### src/rtl/orb_packer_n.sv
// orb_packer_n: captures strobed bytes from NCH channels and writes them as telemetry words
// interleaved into one orbital-frame RAM. Define ORB_PARITY_EN to put odd parity in the word MSB.
module orb_packer_n #(
    parameter int NCH      = 2,
    parameter int DW       = 8,
    parameter int WW       = 12,
    parameter int AW       = 11,
    parameter int WPP      = 16,
    parameter int GAP      = 2,
    parameter int WE_DELAY = 28
) (
    input  logic              clk,
    input  logic              rst,
    input  logic [NCH*DW-1:0] iData,
    input  logic [NCH-1:0]    strob,
    input  logic [NCH-1:0]    chEn,
    input  logic              SW,
    output logic              test,
    output logic [NCH*WW-1:0] orbWord,
    output logic [NCH-1:0]    WE,
    output logic [NCH*AW-1:0] WrAddr,
    output logic [NCH-1:0]    packDone
);

    localparam int WRDW = $clog2(WPP + GAP);
    localparam int SLW  = $clog2(WPP + 1);

    typedef enum logic [1:0] {IDLE, ARM, WRITE, SKIP} state_t;

    logic swS1, swS2, swPrev, swEdge;

    always_ff @(posedge clk) begin
        swS1 <= SW;
        swS2 <= swS1;
    end

    always_ff @(posedge clk) begin
        if (!rst) begin
            swPrev <= 1'b0;
            test   <= 1'b0;
        end else begin
            swPrev <= swS2;
            test   <= swEdge;
        end
    end

    assign swEdge = swS2 ^ swPrev;

    for (genvar c = 0; c < NCH; c++) begin : gCh
        logic            sS1, sS2;
        state_t          st, stN;
        logic [WRDW-1:0] wrd, wrdN;
        logic [SLW-1:0]  slot, slotN;
        logic [AW-1:0]   pack, packN, addrQ, addrN;
        logic [7:0]      dly, dlyN;
        logic [WW-1:0]   wordQ, wordN;
        logic            weQ, weN, doneQ, doneN;
        logic [DW-1:0]   din;
        logic            par;

        assign din = iData[c*DW +: DW];
`ifdef ORB_PARITY_EN
        assign par = ~^din;
`else
        assign par = 1'b0;
`endif

        always_ff @(posedge clk) begin
            sS1 <= strob[c];
            sS2 <= sS1;
        end

        always_ff @(posedge clk) begin
            if (!rst) begin
                st    <= IDLE;
                wrd   <= '0;
                slot  <= '0;
                pack  <= '0;
                dly   <= '0;
                addrQ <= '0;
                wordQ <= '0;
                weQ   <= 1'b0;
                doneQ <= 1'b0;
            end else begin
                st    <= stN;
                wrd   <= wrdN;
                slot  <= slotN;
                pack  <= packN;
                dly   <= dlyN;
                addrQ <= addrN;
                wordQ <= wordN;
                weQ   <= weN;
                doneQ <= doneN;
            end
        end

        // Restart from an SW edge takes priority over any capture in the same cycle.
        always_comb begin
            stN   = st;
            wrdN  = wrd;
            slotN = slot;
            packN = pack;
            dlyN  = dly;
            addrN = addrQ;
            wordN = wordQ;
            weN   = weQ;
            doneN = 1'b0;
            if (swEdge) begin
                stN   = SKIP;
                wrdN  = '0;
                slotN = '0;
                packN = '0;
                dlyN  = '0;
                weN   = 1'b0;
            end else begin
                case (st)
                    IDLE: begin
                        if (sS2 && chEn[c]) begin
                            if (wrd < WRDW'(WPP)) begin
                                wordN = WW'({par, din}) << (WW - DW - 1);
                                addrN = AW'(32'(pack) * 32'(NCH * WPP) + 32'(slot) * 32'(NCH) + 32'(c));
                                slotN = slot + 1'b1;
                                wrdN  = wrd + 1'b1;
                                dlyN  = '0;
                                stN   = ARM;
                            end else if (wrd == WRDW'(WPP + GAP - 1)) begin
                                wrdN  = '0;
                                slotN = '0;
                                packN = pack + 1'b1;
                                doneN = 1'b1;
                                stN   = SKIP;
                            end else begin
                                wrdN  = wrd + 1'b1;
                                stN   = SKIP;
                            end
                        end
                    end
                    ARM: begin
                        dlyN = dly + 8'd1;
                        if (dly == 8'(WE_DELAY - 1)) begin
                            weN = 1'b1;
                            stN = WRITE;
                        end
                    end
                    WRITE: begin
                        if (!sS2) begin
                            weN = 1'b0;
                            stN = IDLE;
                        end
                    end
                    default: begin
                        if (!sS2) stN = IDLE;
                    end
                endcase
            end
        end

        assign WE[c]                = weQ;
        assign packDone[c]          = doneQ;
        assign orbWord[c*WW +: WW]  = wordQ;
        assign WrAddr[c*AW +: AW]   = addrQ;
    end

endmodule
### config.mk
export PLATFORM = sky130hd
export DESIGN_NAME = orb_packer_n
export DESIGN_NICKNAME = d
export VERILOG_FILES = /design/src/rtl/orb_packer_n.sv
export SDC_FILE = /design/constraint.sdc
export NUM_CORES = 1
export LEC_CHECK = 0
export CAP_MARGIN = 20
export CORE_MARGIN = 2
export CORE_UTILIZATION = 45
export CTS_CLUSTER_SIZE = 8
export DETAILED_ROUTE_END_ITERATION = 12
export HOLD_SLACK_MARGIN = 0.02
export PLACE_DENSITY = 0.69
export SLEW_MARGIN = 20
export SYNTH_ARGS = -nofsm -noshare
export SYNTH_HDL_FRONTEND = slang
export SYNTH_SLANG_ARGS = --single-unit
### constraint.sdc
create_clock -name clk -period 2.4 [get_ports clk]
set_input_delay 0.24 -clock clk [delete_from_list [all_inputs] [get_ports clk]]
set_output_delay 0.24 -clock clk [all_outputs]
set_load 0.005 [all_outputs]
==> results.txt <==
Worst setup EP type -> flop
GRT Total Usage -> 17.9%
Worst path max stage delay -> 0.55 ns
Slowest cell on crit path -> dfxtp_1
Leakage -> 1.84 nW
Net count reported at finish -> 612
CTS root buf -> clkbuf_8
Pwr dens -> 569 mW/mm2
Via density -> 5.17
Clk slew on worst S/H paths -> 0.11 ns
Worst slew pin tran -> 0.521 ns
First-pass detailed-route iteration total -> 4
HP Class -> in2reg
Syn Area/Cell -> 8.56 um2
Slew Viols, Final -> 0
Final setup viols -> 0
Total CTS buffers -> 9
CTS Sinks -> 101
Fmax -> 563 MHz
Placer Congestion -> 0.851
Largest net degree at the start of global routing -> 41
Top delay family on crit path -> simple AND/OR/NAND/NOR gates
Detail Route Antenna Nets -> 0
Clk Latency, worst-skew pair -> 0.37 ns
Cells after Synth -> 519
RSZ-0062 raised after global routing -> no
Wirelength per Cell -> 12.6 um
CP Cell Sequence -> nor4bb_1 -> nand2_2 -> or3_1 -> a21oi_1
Seq cells post-synth -> 101
Synth warnings -> 0
Worst path arrival time -> 2.09 ns
Post-detail-place hpwl -> 6.33 mm
H-tree levels -> 3
Unique masters post-synth -> 52
Post-CTS sizing -> 0
Setup_tns -> 0 ns
Initial Util -> 45.9%
Share of layout cells above drive strength 1 -> 6.72%
Number of synthesized flops with an enable pin -> 0
First DRT Iteration DRCs -> 87
Chip Height -> 103 um
Final Non-Filler Cells -> 713
CP Buf/Inv Count -> 0
Area delta synth->final -> 20.2%
CTS tree -> yes
Overall power -> 0.00303 W
Crit path max fanout -> 11
CP Class -> reg2reg
Status -> completed
Tcrit/Tclk final -> 74.0%
Hold Buf Count CTS -> 0
GRT Residual Overflow -> 0
Most frequent cells in the layout -> dfxtp_1, nand2_1, clkdlybuf4s50_1
Synth Cell Area -> 0.00444 mm2
Post-synth top flop -> dfxtp_1
Residual DRC -> 0
Worst Clk Skew -> 0.0137 ns
Row Count -> 36
Layout Utilization -> 55.1%
Num ports -> 74
Core ar. -> 0.00968 mm2
Min Tclk post-route -> 1.78 ns
CP Launch Type -> flop
Post-synthesis sequential area ratio -> 45.5%
Clock Path Buffers -> 2
Antenna violations before repair -> 0
Peak supply drop -> 0.292 mV
Vias in the first global route -> 3,455
Post-CTS setup buffers -> 0
FFs w/ async S/R, synth -> 0%
Most common cell after layout, fill and taps aside -> dfxtp_1
PortBufs -> 64
Antenna cell count -> 0
Final hold violations -> 0
Die area -> 0.0107 mm2
First-pass GRT wire length -> 15.2 mm
# fillers -> 924
Data required, critical path -> 2.71 ns
Placed cells -> 697
Total of max-cap violations -> 0
Routed WL -> 9.02 mm
Max_slew headroom -> 65.2%
Routed vias -> 3,684
Chip width -> 103 um
## worst reg2reg max path: stages, from the launching register on
cell,delay (ns)
dfxtp_1,0.55
nor4bb_1,0.50
nand2_2,0.17
or3_1,0.37
a21oi_1,0.15
## state kept, by name (all words and copies together), names as in the netlist
| register | flops |
|---|---|
| swPrev | 1 |
| swS2 | 1 |
| gCh.doneQ | 2 |
| gCh.wrd | 10 |
| gCh.st | 4 |
| gCh.sS1 | 2 |
| swS1 | 1 |
| gCh.addrQ | 21 |
| gCh.dly | 16 |
| gCh.sS2 | 2 |
| gCh.wordQ | 16 |
| gCh.weQ | 2 |
| gCh.slot | 10 |
| test | 1 |
| gCh.pack | 12 |
## stage by stage
step / hold slack [ns] / setup slack [ns] / cell area, um2
floorplan: 0.268 / 0.840 / 4470
global placement: 0.310 / 0.366 / 5150
detailed placement: 0.314 / 0.287 / 5150
CTS: 0.281 / 0.638 / 5340
global route: 0.313 / 0.497 / 5340
finish: 0.307 / 0.625 / 5340
## final timing paths
path | from | to | slack, ns | depth (start not counted)
setup / recovery | gCh[1].wrd[4] | gCh[1].pack[4] | 0.62 | 4
hold / removal | strob[0] | gCh[0].sS1 | 0.31 | 1
setup reg to reg | gCh[1].wrd[4] | gCh[1].pack[4] | 0.62 | 4
hold reg to reg | gCh[0].sS1 | gCh[0].sS2 | 0.33 | 0
## cells in the mapped netlist, types with 5 or more instances
cell type	number	share of area, %
inv_1	10	0.85
nand2_1	77	6.5
o21ai_0	12	1.4
dfxtp_1	101	46
nand3_1	29	3.3
o211ai_1	5	0.85
a21oi_1	61	6.9
nor3_1	9	1.0
xnor2_1	6	1.2
nand2b_1	5	0.70
a211oi_1	9	1.5
buf_2	11	1.2
buf_4	16	2.7
xor2_1	23	4.5
ha_1	14	3.9
nand4_1	6	0.85
a31oi_1	7	0.99
or3_1	8	1.1
clkbuf_1	11	0.93
nor2_1	42	3.6
## cell families after synthesis
| group | share of synthesized area [%] |
|---|---|
| compound gates | 14.2 |
| xor+xnor | 6.09 |
| fa+ha+maj | 3.94 |
| buf+inv | 5.89 |
| flops | 45.5 |
| other cells | 0.0844 |
| simple gates | 24.3 |
## per-layer routing
layer / vias to the layer above / share of wire [%] / routed length [um] / global-route usage, %
met5: - / 0 / 0 / 0
met4: 0 / 1.8 / 158 / 7.69
met3: 14 / 4.1 / 369 / 3.76
met2: 71 / 48 / 4370 / 30.2
met1: 1715 / 46 / 4120 / 22.1
li1: 1884 / - / - / -
## power by group
group	total [W]	switching (W)	leakage, nW	internal (W)
Combinational	0.000254	0.000131	0.924	0.000123
Sequential	0.00175	0.0000393	0.819	0.00171
Clock	0.00103	0.000631	0.0945	0.000401
## layout make-up
cell class                 count  area [um2]  share of cell area, %
timing repair buffer          77         738                   13.8
inverter                      10        37.5                  0.703
sequential                   101        2020                   37.9
clock inverter                 7        61.3                   1.15
tap                          133         166                   3.12
multi-input combinational    376        2190                   41.0
clock buffer                   9         124                   2.32
(Power assumes the default switching activity.)
==> RTL edit (same settings) <==
The parameter `GAP` goes from 2 to 4.
--- a/src/rtl/orb_packer_n.sv
+++ b/src/rtl/orb_packer_n.sv
@@ -7,5 +7,5 @@
     parameter int AW       = 11,
     parameter int WPP      = 16,
-    parameter int GAP      = 2,
+    parameter int GAP      = 4,
     parameter int WE_DELAY = 28
 ) (
Behaviour: no difference found for any inputs over 4 cycles, from zero or initial values and one cycle with rst low; that may be too few to reach the edited logic, so the function may still have changed.
==> RTL edit against the unedited design <==
- sequential power about the same
- setup slack lost 0.017 ns
- maximum frequency fell by 0.93%
- power shrank 1.3%
- synthesized area increased by 1.5%
- routed wire length shrank 0.45%
- cell area increased by 1.1%
- critical path depth unchanged
- sequential cell count stayed put
- critical endpoint is now gCh[0].wordQ[4]
==> RTL edit: results (changes against the unedited design) <==
| Metric | Value |
|---|---|
| Run status | finished, final reports clean (unchanged) |
| Worst path max stage delay | 0.49 ns (was 0.55 ns) |
| WL/cell | 12.72 µm (was 12.65 µm) |
| Synth Area in Compound Gates | 16.44% (was 14.20%) |
| 1st-iter DRT viols | 92 (was 87) |
| Post-synth cell types | 55 (was 52) |
| Placer Congestion | 0.8090 (was 0.8508) |
| Via count | 3,638 (was 3,684) |
| Sequential fraction of the synthesis area | 44.86% (was 45.53%) |
| R2r setup slk | 0.61 ns (was 0.62 ns) |
| Vias in the first global route | 3,359 (was 3,455) |
| Critical path origin | gCh[0].sS2 (was gCh[1].wrd[4]) |
| Reg2Reg Capture Point | gCh[0].wordQ[4] (was gCh[1].pack[4]) |
| First-pass GRT wire length | 15,390 µm (was 15,240 µm) |
| Largest net degree at the start of global routing | 24 (was 41) |
| Worst Setup Slack post-DPL | 0.3017 ns (was 0.2874 ns) |
| Static Leak | 0.001935 µW (was 0.001837 µW) |
| Final #Nets | 603 (was 612) |
| Skew final | 0.01016 ns (was 0.01370 ns) |
| Worst hold start | strob[1] (was strob[0]) |
| CP Max Fanout | 14 (was 11) |
| # fillers | 906 (was 924) |
| Xor/xnor share of the synthesized area | 5.830% (was 6.086%) |
| Most frequent cells after synthesis | 101 x dfxtp_1, 87 x nand2_1, 36 x nor2_1 (was 101 x dfxtp_1, 77 x nand2_1, 61 x a21oi_1) |
| Mapped Cells | 513 (was 519) |
| Tcrit/Tclk final | 74.66% (was 73.96%) |
RTL edit: changes by cell type in the layout (fill, tap and decap cells not counted), moves of 6 or more:
cell / change
nand2_1: +10
o211a_1: +6
a21boi_0: +22
a211oi_1: -9
nand3_1: -8
nor2_1: -6
a21boi_1: +8
a21oi_1: -31
RTL edit: area by class of cell:
cell class,count,area share [%]
multi-input cells,376,42.25
flip-flops and latches,101,37.49
repair buffers,75,13.41
well taps,133,3.086
clock buffers,11,2.807
clock inverters,5,0.6032
inverters,5,0.3480
RTL edit: metal layers:
metal	share of wire, %	GRT usage, %	vias to the layer above
met5	0	0	-
met4	1.1	5.019	0
met3	4.0	5.201	8
met2	47	27.82	63
met1	48	21.80	1700
li1	-	-	1867
RTL edit: stage by stage:
step / cells / area [µm²] / power [µW]
after floorplan: 521 / 4537 / 1933
after global placement: 690 / 5209 / 2031
after detailed placement: 690 / 5209 / 2037
after CTS: 706 / 5393 / 3048
after global routing: 706 / 5393 / 3143
final: 706 / 5393 / 2994
RTL edit: worst min-delay path by stage:
stage                     slack [ns]    endpoint  cells after the start
after detailed placement        0.32  gCh[0].sS2                      0
final                           0.31  gCh[1].sS1                      1
after floorplan                 0.27  gCh[0].sS1                      0
after global placement          0.31  gCh[0].sS2                      0
after CTS                       0.29        swS1                      1
after global routing            0.28  gCh[1].sS1                      1
RTL edit: worst max-delay path: cells and delay by family, from the launching register on:
kind	cells	cell delay [ns]
and+or+nand+nor	3	1.08
DFF	1	0.49
AOI/OAI and AO/OA	1	0.11
RTL edit: cell families (layout without fill, tap and decap cells):
| logic type | count (synthesis) | after routing |
|---|---|---|
| multiplexers | 1 | 1 |
| adder cells (fa/ha/maj) | 12 | 12 |
| AO/OA/AOI/OAI | 112 | 112 |
| flip-flops | 101 | 101 |
| AND/OR/NAND/NOR | 212 | 212 |
| XOR/XNOR | 30 | 30 |
| other | 1 | 9 |
| buffers and inverters | 44 | 96 |
RTL edit: where the power goes:
part / internal, µW / switching (µW) / leakage (µW)
combinational: 123 / 125 / 0.00102
sequential: 1710 / 39.3 / 0.000819
clock: 436 / 563 / 0.0000999
